==> config.mk <==
export PLATFORM = sky130hd
export DESIGN_NAME = uart_frame_injector_flat
export DESIGN_NICKNAME = d
export VERILOG_FILES = /design/src/rtl/router_pkg.sv /design/src/rtl/uart_frame_injector_if.sv /design/src/rtl/pkt_fifo.sv /design/src/rtl/uart_frame_injector.sv /design/src/flat_wrapper.sv
export SDC_FILE = /design/constraint.sdc
export NUM_CORES = 1
export LEC_CHECK = 0
export BUFFER_PORTS_ARGS = -buffer_cell sky130_fd_sc_hd__buf_4
export CAP_MARGIN = 20
export CORE_MARGIN = 2
export CORE_UTILIZATION = 40
export DETAILED_ROUTE_END_ITERATION = 10
export GPL_ROUTABILITY_DRIVEN = 1
export HOLD_SLACK_MARGIN = 0.08
export SLEW_MARGIN = 20
export SYNTH_ARGS = -nofsm -noshare
export SYNTH_HDL_FRONTEND = slang
export SYNTH_SLANG_ARGS = --single-unit
==> constraint.sdc <==
create_clock -name clk_19k2 -period 4.5 [get_ports clk_19k2]
set_input_delay 0.225 -clock clk_19k2 [delete_from_list [all_inputs] [get_ports clk_19k2]]
set_output_delay 0.225 -clock clk_19k2 [all_outputs]
set_load 0.05 [all_outputs]
==> src/rtl/router_pkg.sv <==
`default_nettype none
// ============================================================================
// Package     : router_pkg
// Description : Shared frame field positions, frame size, injector FSM state
//               encoding and a saturating-increment helper.
// Revision    : 1.0 - initial release
// ============================================================================
package router_pkg;

    // Header byte (byte0) layout: destination in the high nibble,
    // source in the low nibble.
    localparam int DEST_MSB    = 7;
    localparam int DEST_LSB    = 4;
    localparam int SRC_MSB     = 3;
    localparam int SRC_LSB     = 0;

    // Header + three payload bytes + checksum.
    localparam int FRAME_BYTES = 5;

    typedef enum logic [1:0] {
        ST_IDLE    = 2'd0,
        ST_CAPTURE = 2'd1,
        ST_CHECK   = 2'd2,
        ST_ENQ     = 2'd3
    } state_t;

    // 8-bit counter step that sticks at 8'hFF instead of wrapping.
    function automatic logic [7:0] sat_inc(input logic [7:0] v);
        return (v == 8'hFF) ? v : v + 8'd1;
    endfunction

endpackage
`default_nettype wire

==> src/rtl/uart_frame_injector_if.sv <==
`default_nettype none
// ============================================================================
// Interface   : uart_frame_injector_if
// Description : Bundle between uart_rx, the frame injector and the router
//               local input port.
//   read_ready         frame-complete flag from uart_rx (level)
//   byte0..byte4       frame bytes from uart_rx
//   pkt_data/valid     FIFO head offered to the router
//   pkt_ready          router accepts the head
//   fifo_full          packet FIFO at capacity
//   rx_count           frames enqueued (saturating)
//   drop_count         frames dropped (saturating)
//   master : injector side; slave : uart_rx / router / environment side.
// Revision    : 1.0 - initial release
// ============================================================================
interface uart_frame_injector_if;

    logic        read_ready;
    logic [7:0]  byte0;
    logic [7:0]  byte1;
    logic [7:0]  byte2;
    logic [7:0]  byte3;
    logic [7:0]  byte4;
    logic [31:0] pkt_data;
    logic        pkt_valid;
    logic        pkt_ready;
    logic        fifo_full;
    logic [7:0]  rx_count;
    logic [7:0]  drop_count;

    modport master (
        input  read_ready, byte0, byte1, byte2, byte3, byte4, pkt_ready,
        output pkt_data, pkt_valid, fifo_full, rx_count, drop_count
    );

    modport slave (
        output read_ready, byte0, byte1, byte2, byte3, byte4, pkt_ready,
        input  pkt_data, pkt_valid, fifo_full, rx_count, drop_count
    );

endinterface
`default_nettype wire

==> src/rtl/pkt_fifo.sv <==
`default_nettype none
// ============================================================================
// Module      : pkt_fifo
// Description : Circular-buffer packet FIFO with extra-MSB pointers.
//   clk_i    clock            rst_i   synchronous active-high reset
//   push_i   write data_i     pop_i   drop the head entry
//   data_o   head entry (0 when empty)
//   full_o   DEPTH entries held     empty_o  no entries held
// Revision    : 1.0 - initial release
// ============================================================================
module pkt_fifo #(
    parameter int WIDTH = 32,
    parameter int DEPTH = 2
) (
    input  wire logic             clk_i,
    input  wire logic             rst_i,
    input  wire logic             push_i,
    input  wire logic [WIDTH-1:0] data_i,
    input  wire logic             pop_i,
    output logic      [WIDTH-1:0] data_o,
    output logic                  full_o,
    output logic                  empty_o
);

    localparam int AW    = $clog2(DEPTH);
    localparam int PTR_W = AW + 1;

    logic [WIDTH-1:0] mem_q [DEPTH];
    logic [PTR_W-1:0] wr_ptr_q, wr_ptr_d;
    logic [PTR_W-1:0] rd_ptr_q, rd_ptr_d;
    logic             pop_ok;
    logic             push_ok;

    assign empty_o = (wr_ptr_q == rd_ptr_q);
    // Same slot, opposite lap: the writer is a whole buffer ahead.
    assign full_o  = (wr_ptr_q[AW] != rd_ptr_q[AW]) &&
                     (wr_ptr_q[AW-1:0] == rd_ptr_q[AW-1:0]);

    // A pop frees the head slot in the same cycle, so a full FIFO may
    // accept a push alongside it.
    assign pop_ok  = pop_i & ~empty_o;
    assign push_ok = push_i & (~full_o | pop_ok);

    assign data_o  = empty_o ? '0 : mem_q[rd_ptr_q[AW-1:0]];

    always_comb begin
        wr_ptr_d = wr_ptr_q;
        rd_ptr_d = rd_ptr_q;
        if (push_ok) wr_ptr_d = wr_ptr_q + PTR_W'(1);
        if (pop_ok)  rd_ptr_d = rd_ptr_q + PTR_W'(1);
    end

    always_ff @(posedge clk_i) begin
        if (rst_i) begin
            wr_ptr_q <= '0;
            rd_ptr_q <= '0;
        end else begin
            wr_ptr_q <= wr_ptr_d;
            rd_ptr_q <= rd_ptr_d;
        end
    end

    // Storage needs no reset: data_o is masked while empty.
    always_ff @(posedge clk_i) begin
        if (push_ok) mem_q[wr_ptr_q[AW-1:0]] <= data_i;
    end

endmodule
`default_nettype wire

==> src/rtl/uart_frame_injector.sv <==
`default_nettype none
// ============================================================================
// Module      : uart_frame_injector
// Description : Takes completed 5-byte UART frames, validates the XOR
//               checksum and destination, queues good frames in a packet
//               FIFO and offers them to the router with valid/ready.
//   clk_19k2   system clock
//   rst        synchronous active-high reset
//   bus        uart_frame_injector_if.master (frame input, packet output,
//              status counters)
// Revision    : 1.0 - initial release
// ============================================================================
module uart_frame_injector
    import router_pkg::*;
#(
    parameter int         DEPTH   = 2,
    parameter logic [3:0] NODE_ID = 4'h0
) (
    input  wire logic              clk_19k2,
    input  wire logic              rst,
    uart_frame_injector_if.master  bus
);

    state_t      state_q;
    logic        rr_q;
    logic [7:0]  frame_q [FRAME_BYTES];
    logic [7:0]  rx_q;
    logic [7:0]  drop_q;

    logic        new_frame;
    logic        sum_ok;
    logic        self_addr;
    logic        fifo_full;
    logic        fifo_empty;
    logic        pop;
    logic        can_push;
    logic        push;
    logic [31:0] fifo_head;

    // rr_q resets high so a level already present at reset release is
    // not mistaken for a fresh frame.
    assign new_frame = bus.read_ready & ~rr_q;

    assign sum_ok    = (frame_q[0] ^ frame_q[1] ^ frame_q[2] ^ frame_q[3]) == frame_q[4];
    assign self_addr = (frame_q[0][DEST_MSB:DEST_LSB] == NODE_ID);

    assign pop       = ~fifo_empty & bus.pkt_ready;
    assign can_push  = ~fifo_full | pop;
    assign push      = (state_q == ST_ENQ) & can_push;

    pkt_fifo #(
        .WIDTH (32),
        .DEPTH (DEPTH)
    ) u_pkt_fifo (
        .clk_i   (clk_19k2),
        .rst_i   (rst),
        .push_i  (push),
        .data_i  ({frame_q[0], frame_q[1], frame_q[2], frame_q[3]}),
        .pop_i   (pop),
        .data_o  (fifo_head),
        .full_o  (fifo_full),
        .empty_o (fifo_empty)
    );

    always_ff @(posedge clk_19k2) begin
        if (rst) begin
            state_q <= ST_IDLE;
            rr_q    <= 1'b1;
            rx_q    <= '0;
            drop_q  <= '0;
            for (int i = 0; i < FRAME_BYTES; i++) frame_q[i] <= '0;
        end else begin
            rr_q <= bus.read_ready;
            case (state_q)
                ST_IDLE: begin
                    if (new_frame) state_q <= ST_CAPTURE;
                end
                ST_CAPTURE: begin
                    frame_q[0] <= bus.byte0;
                    frame_q[1] <= bus.byte1;
                    frame_q[2] <= bus.byte2;
                    frame_q[3] <= bus.byte3;
                    frame_q[4] <= bus.byte4;
                    state_q    <= ST_CHECK;
                end
                ST_CHECK: begin
                    if (sum_ok && !self_addr) begin
                        state_q <= ST_ENQ;
                    end else begin
                        drop_q  <= sat_inc(drop_q);
                        state_q <= ST_IDLE;
                    end
                end
                ST_ENQ: begin
                    // Never stall: a frame that finds no room is dropped.
                    if (can_push) rx_q   <= sat_inc(rx_q);
                    else          drop_q <= sat_inc(drop_q);
                    state_q <= ST_IDLE;
                end
                default: state_q <= ST_IDLE;
            endcase
        end
    end

    assign bus.pkt_data   = fifo_head;
    assign bus.pkt_valid  = ~fifo_empty;
    assign bus.fifo_full  = fifo_full;
    assign bus.rx_count   = rx_q;
    assign bus.drop_count = drop_q;

endmodule
`default_nettype wire

==> src/flat_wrapper.sv <==
// flat-port wrapper written by rule: the top's interface ports become plain ports
module uart_frame_injector_flat import router_pkg::*;
#(
    parameter int         DEPTH   = 2,
    parameter logic [3:0] NODE_ID = 4'h0
)
  (clk_19k2, rst, bus_read_ready, bus_byte0, bus_byte1, bus_byte2, bus_byte3, bus_byte4, bus_pkt_ready, bus_pkt_data, bus_pkt_valid, bus_fifo_full, bus_rx_count, bus_drop_count);
  uart_frame_injector_if bus_i ();
  input  wire logic clk_19k2;
  input  wire logic rst;
  input wire logic [$bits(bus_i.read_ready)-1:0] bus_read_ready;
  input wire logic [$bits(bus_i.byte0)-1:0] bus_byte0;
  input wire logic [$bits(bus_i.byte1)-1:0] bus_byte1;
  input wire logic [$bits(bus_i.byte2)-1:0] bus_byte2;
  input wire logic [$bits(bus_i.byte3)-1:0] bus_byte3;
  input wire logic [$bits(bus_i.byte4)-1:0] bus_byte4;
  input wire logic [$bits(bus_i.pkt_ready)-1:0] bus_pkt_ready;
  output wire logic [$bits(bus_i.pkt_data)-1:0] bus_pkt_data;
  output wire logic [$bits(bus_i.pkt_valid)-1:0] bus_pkt_valid;
  output wire logic [$bits(bus_i.fifo_full)-1:0] bus_fifo_full;
  output wire logic [$bits(bus_i.rx_count)-1:0] bus_rx_count;
  output wire logic [$bits(bus_i.drop_count)-1:0] bus_drop_count;
  assign bus_i.read_ready = bus_read_ready;
  assign bus_i.byte0 = bus_byte0;
  assign bus_i.byte1 = bus_byte1;
  assign bus_i.byte2 = bus_byte2;
  assign bus_i.byte3 = bus_byte3;
  assign bus_i.byte4 = bus_byte4;
  assign bus_i.pkt_ready = bus_pkt_ready;
  assign bus_pkt_data = bus_i.pkt_data;
  assign bus_pkt_valid = bus_i.pkt_valid;
  assign bus_fifo_full = bus_i.fifo_full;
  assign bus_rx_count = bus_i.rx_count;
  assign bus_drop_count = bus_i.drop_count;
  uart_frame_injector #(.DEPTH(DEPTH), .NODE_ID(NODE_ID)) u_core (.clk_19k2(clk_19k2), .rst(rst), .bus(bus_i));
endmodule
==> flow_summary.yaml, run 1 <==
finish:
  fillers: 1105
  drive_gt1_frac: 0.2837
  stdcell_area_mm2: 0.006953
  antennaDiodeCount: 0
  final_nets: 530
  area_growth_syn_to_layout_pct: 29.87
  multi_input_area_mm2: 0.001690
  seqCellArea_mm2: 0.003605
power_and_ir_drop:
  leakage_nw: 2.584
  powerDensity_mw_per_mm2: 409.6
  ir_drop_uv: 237.7
cts:
  cts_setup_buffers: 0
  clockBufferDepth: 2
  cts_sinks: 128
  cts_tree: "yes"
  cts_root_buf: "clkbuf_16"
  cts_buffers: 17
  clk_latency_ns: 0.41
  cts_resized: 0
  htreeDepth: 4
  clkTransAtPathRegs_ns: 0.06
floorplan:
  die_h_um: 119.7
  die_area_mm2: 0.01433
  ios: 94
  die_w_um: 119.7
  start_util: 0.4075
  rows: 42
  coreArea_mm2: 0.01314
job:
  cap_violations: 0
yosys:
  synthArstFlopShare: 0
  netlist_instances: 377
  yosys_warnings: 0
  synth_edf_count: 104
  yosysUniqueCellTypes: 40
  synth_area_mm2: 0.005354
  syn-num-nets: 423
  ys_ff_latch: 128
  syn_area_per_cell_um2: 14.20
  ys_seq_area_frac: 0.6731
  synthFlopType: "edfxtp_1"
worst_setup_path:
  crit_start: "u_core.frame_q[0][6]"
  crit_fanout: 13
  cp.required_ns: 4.79
  crit_path_end_kind: "flop"
  startpoint_type: "flop"
  critPathKind: "reg -> reg"
  critPathArrivalTime_ns: 2.80
  reg2reg_from: "u_core.frame_q[0][6]"
global_route:
  grt_max_degree: 41
  grt_pass1_vias: 2969
  gr-total-overflow: 0
  grt_pass1_wl_um: 15170
  grt_antenna_before_repair: 0
  grt_util_all_layers: 0.1424
timing:
  relSlewSlack: 0.3214
  setup_viol: 0
  hold_viol_final: 0
  rsz0062_at_grt: "false"
  worst_pin_slew_ns: 1.018
  skew_ns: 0.007140
  timing.final.crit_share: 0.5561
  layout_setup_ws_ns: 1.998
  fin_setup_tns_ns: 0
  fin_crit_ns: 2.502
  slew_violations: 0
  fmax_mhz: 399.6
detailed_routing:
  first_pass_iters: 4
  routed_wirelength_um: 9990
  final_antenna_net_count: 0
  drc: 0
  initialDrtViolationCount: 188
  vias_per_cell: 4.676
  routedWlPerCell_um: 14.84
  via_count: 3147
status:
  status: "finished, final reports clean"
placement:
  port_buffers: 93
  place_ws_ns: 2.030
  place.detailed.hpwl_um: 6428
  gp_congestion: 0.7113
  dpl_cell_area_mm2: 0.006243
worst_hold_path:
  min-delay-start: "bus_byte4[7]"
  hp-class: "in -> reg"
-- layer usage --
metal	GRT usage	part of all wire
met5	0	0
met2	0.2271	0.49
met4	0.06103	0.012
met1	0.1740	0.44
met3	0.05276	0.060
-- cells by family after synthesis --
logic type,Yosys count,share of synthesized area
flops,128,0.6731
buf+inv,20,0.01542
compound gates,15,0.02080
mux,36,0.07011
simple gates,138,0.1381
xor+xnor,38,0.07782
fa+ha+maj,2,0.004673
-- registers in the layout (all words and copies together) (netlist names), named ones only --
register / cells
u_core.state_q: 2
u_core.u_pkt_fifo.rd_ptr_q: 2
u_core.bus.rx_count: 8
u_core.u_pkt_fifo.mem_q: 64
u_core.u_pkt_fifo.wr_ptr_q: 2
u_core.bus.drop_count: 8
u_core.rr_q: 1
u_core.frame_q: 40
-- repair_timing --
| item | CTS | global route |
|---|---|---|
| hold buffers | 9 | 0 |
| endpoints found under the setup margin | 0 | 0 |
| endpoints found under the hold margin | 9 | 0 |
-- Yosys cell counts (all sizes together), types with 4 or more instances --
cell    count  area share
edfxtp    104        0.58
nor2       55       0.039
and2       40       0.047
mux2i      33       0.062
dfxtp      24       0.090
xnor2      22       0.036
clkbuf     12      0.0084
xor2       10       0.016
nand2       9      0.0063
nand3       6      0.0056
a21oi       5      0.0047
nor4        5       0.011
xnor3       5       0.021
buf         4      0.0042
inv         4      0.0028
nand4       4      0.0047
nor2b       4      0.0047
o31ai       4      0.0065
-- layout by cell type (no fill, tap or decap), types with 3 or more instances in the layout --
| master | instances |
|---|---|
| edfxtp_1 | 104 |
| buf_4 | 95 |
| nor2_1 | 51 |
| and2_1 | 40 |
| mux2i_1 | 33 |
| dfxtp_1 | 23 |
| xnor2_1 | 22 |
| clkbuf_16 | 17 |
| xor2_1 | 10 |
| dlygate4sd3_1 | 9 |
| nand2_1 | 8 |
| nand3_1 | 6 |
| a21oi_1 | 5 |
| xnor3_1 | 5 |
| inv_1 | 4 |
| nand4_1 | 4 |
| bufinv_16 | 4 |
| nor2b_1 | 3 |
| mux2_4 | 3 |
| o31ai_1 | 3 |
| or4_1 | 3 |
| clkinv_4 | 3 |
| clkinvlp_4 | 3 |
-- metrics by stage --
stage / power, W / hold slack, ns / utilization / cells
final: 0.002848 / 0.09243 / 0.5292 / 673
after global routing: 0.002928 / 0.08396 / 0.5292 / 673
after CTS: 0.002870 / 0.08096 / 0.5292 / 673
after detailed placement: 0.001449 / 0.4355 / 0.4752 / 632
after global placement: 0.001446 / 0.4351 / 0.4752 / 632
after floorplan: 0.001397 / 0.3288 / - / 377
-- path summary, 6_finish.rpt --
check	end	slack, ns	depth (start not counted)
max	u_core.bus.drop_count[5]	2.00	6
min	u_core.frame_q[0][39]	0.09	2
max reg2reg	u_core.bus.drop_count[5]	2.00	6
min reg2reg	u_core.u_pkt_fifo.mem_q[0][20]	0.47	0
-- worst max-delay path: stages, from the launching register on --
cell and delay [ns]:
edfxtp_1 0.45, xor3_1 0.39, nor4_1 0.29, o21ai_1 0.15, nor4_4 0.65, nor4_2 0.14
mux2_4 0.32
-- final cells by class --
class	count	area share
Sequential cell	128	0.5184
Clock buffer	18	0.06172
Clock inverter	14	0.02735
Timing Repair Buffer	104	0.1155
Tap cell	176	0.03167
Inverter	4	0.002159
Multi-Input combinational cell	229	0.2431
-- report_power, final --
group	total [W]	internal (W)	switching [W]	leakage, nW
logic	0.000115	0.0000635	0.0000510	1.10
registers	0.00131	0.00130	0.0000155	1.19
clock network	0.00142	0.000925	0.000494	0.292
total	0.00285	0.00229	0.000561	2.58
Power figures use the tool's default switching activity.
==> inputs of run 2 (changes only) <==
- clock period: 4.5 -> 2.6 ns (I/O delays scaled with it)
==> flow_summary.yaml, run 2 (synthesized netlist as in run 1, its figures left out) <==
cts:
  htreeDepth: 4
  cts_tree: "yes"
  clockBufferDepth: 2
  cts_buffers: 17
  cts_root_buf: "clkbuf_16"
  clkTransAtPathRegs_ns: 0.05
  cts_sinks: 128
  cts_resized: 0
  clk_latency_ns: 0.41
floorplan:
  die_w_um: 119.7
  rows: 42
  die_h_um: 119.7
  die_area_mm2: 0.01433
  coreArea_mm2: 0.01314
  ios: 94
  start_util: 0.4075
detailed_routing:
  routedWlPerCell_um: 14.44
  initialDrtViolationCount: 189
  drc: 0
  final_antenna_net_count: 0
  first_pass_iters: 4
  routed_wirelength_um: 10260
  via_count: 3282
  vias_per_cell: 4.616
power_and_ir_drop:
  p_int_w: 0.003693
  p_sw_frac: 0.2090
  pwr-share-clk: 0.461
  powerDensity_mw_per_mm2: 640.7
  ir_drop_uv: 538.7
  seq_power_share: 0.487
  p_switching_w: 0.0009757
  p_comb_frac: 0.052
  leakage_nw: 2.729
timing:
  fin_crit_ns: 2.231
  worst_pin_slew_ns: 0.7292
  fmax_mhz: 448.2
  skew_ns: 0.007627
  layout_setup_ws_ns: 0.3689
  slew_violations: 0
  fin_setup_tns_ns: 0
  hold_viol_final: 0
  setup_viol: 0
  relSlewSlack: 0.5131
  timing.final.crit_share: 0.8581
  rsz0062_at_grt: "false"
worst_setup_path:
  r2r_cells: 7
  cp.required_ns: 2.90
  crit_fanout: 13
  startpoint_type: "flop"
  critPathArrivalTime_ns: 2.53
  critPathKind: "reg -> reg"
  crit_path_end_kind: "flop"
global_route:
  grt_util_all_layers: 0.1526
  grt_pass1_wl_um: 16300
  grt_pass1_vias: 3205
  grt_max_degree: 34
  grt_antenna_before_repair: 0
  gr-total-overflow: 0
finish:
  layout_common_cells: "edfxtp_1, buf_4, nor2_1, dlygate4sd3_1, and2_1"
  area_growth_syn_to_layout_pct: 36.08
  antennaDiodeCount: 0
  drive_gt1_frac: 0.2785
  largest_reg_flops: 64
  layout_commonest_cell: "edfxtp_1"
  fin_util: 0.5546
  final_nets: 570
placement:
  gp_congestion: 0.6941
  port_buffers: 93
  place_ws_ns: 0.3844
  place.detailed.hpwl_um: 6711
job:
  cap_violations: 0
worst_hold_path:
  hp-class: "in -> reg"
  hold_depth: 4
status:
  status: "finished, final reports clean"
==> run 2: area by class of cell <==
type | instances | area (um^2)
clock buffer | 17 | 425.4
sequential | 128 | 3605
inverter | 4 | 15.01
fill | 1083 | 5852
timing repair buffer | 144 | 1211
tap | 176 | 220.2
clock inverter | 13 | 118.9
multi-input combinational | 229 | 1690
==> run 2: power by group through the flow <==
| stage | clock network (W) | logic, W | registers, W |
|---|---|---|---|
| finish | 0.00215 | 0.000241 | 0.00227 |
| global placement | 0 | 0.000192 | 0.00231 |
| detailed placement | 0 | 0.000192 | 0.00232 |
| global route | 0.00227 | 0.000260 | 0.00228 |
| CTS | 0.00219 | 0.000243 | 0.00227 |
| floorplan | 0 | 0.000108 | 0.00231 |
==> run 2: stage by stage <==
| stage | power [W] | instance area, um^2 | std cells | hold WS (ns) |
|---|---|---|---|---|
| 3_5_place_dp | 0.002508 | 6321 | 639 | 0.3365 |
| 5_1_grt | 0.004810 | 7286 | 711 | 0.1185 |
| 6_report | 0.004668 | 7286 | 711 | 0.1002 |
| 2_1_floorplan | 0.002418 | 5359 | 377 | 0.2338 |
| 3_3_place_gp | 0.002505 | 6321 | 639 | 0.3358 |
| 4_1_cts | 0.004709 | 7286 | 711 | 0.09547 |
==> run 2: worst max-delay path: stages, from the launching register on <==
cell and delay, ns:
edfxtp_1 0.40, xor3_1 0.41, nor4bb_1 0.33, o21ai_1 0.14
nor4_4 0.23, buf_4 0.23, nor4_2 0.07, mux2_4 0.31
==> run 2: per-layer routing <==
metal	vias to the layer above	global-route usage	share of wire
met5	-	0	0
met4	0	0.07426	0.019
met3	17	0.04230	0.042
met2	80	0.2425	0.48
met1	1548	0.1931	0.45
li1	1637	-	-
==> run 2: worst paths after layout <==
kind	start	endpoint	slack [ns]
hold reg to reg	u_core.frame_q[0][12]	u_core.u_pkt_fifo.mem_q[0][20]	0.48
hold / removal	bus_pkt_ready	u_core.u_pkt_fifo.rd_ptr_q[0]	0.10
setup reg to reg	u_core.frame_q[0][14]	u_core.bus.drop_count[5]	0.37
setup / recovery	u_core.frame_q[0][14]	u_core.bus.drop_count[5]	0.37
==> run 2: what timing repair did <==
action	CTS	global route
setup buffers	0	0
endpoints found under the hold margin	49	0
hold buffers	42	0
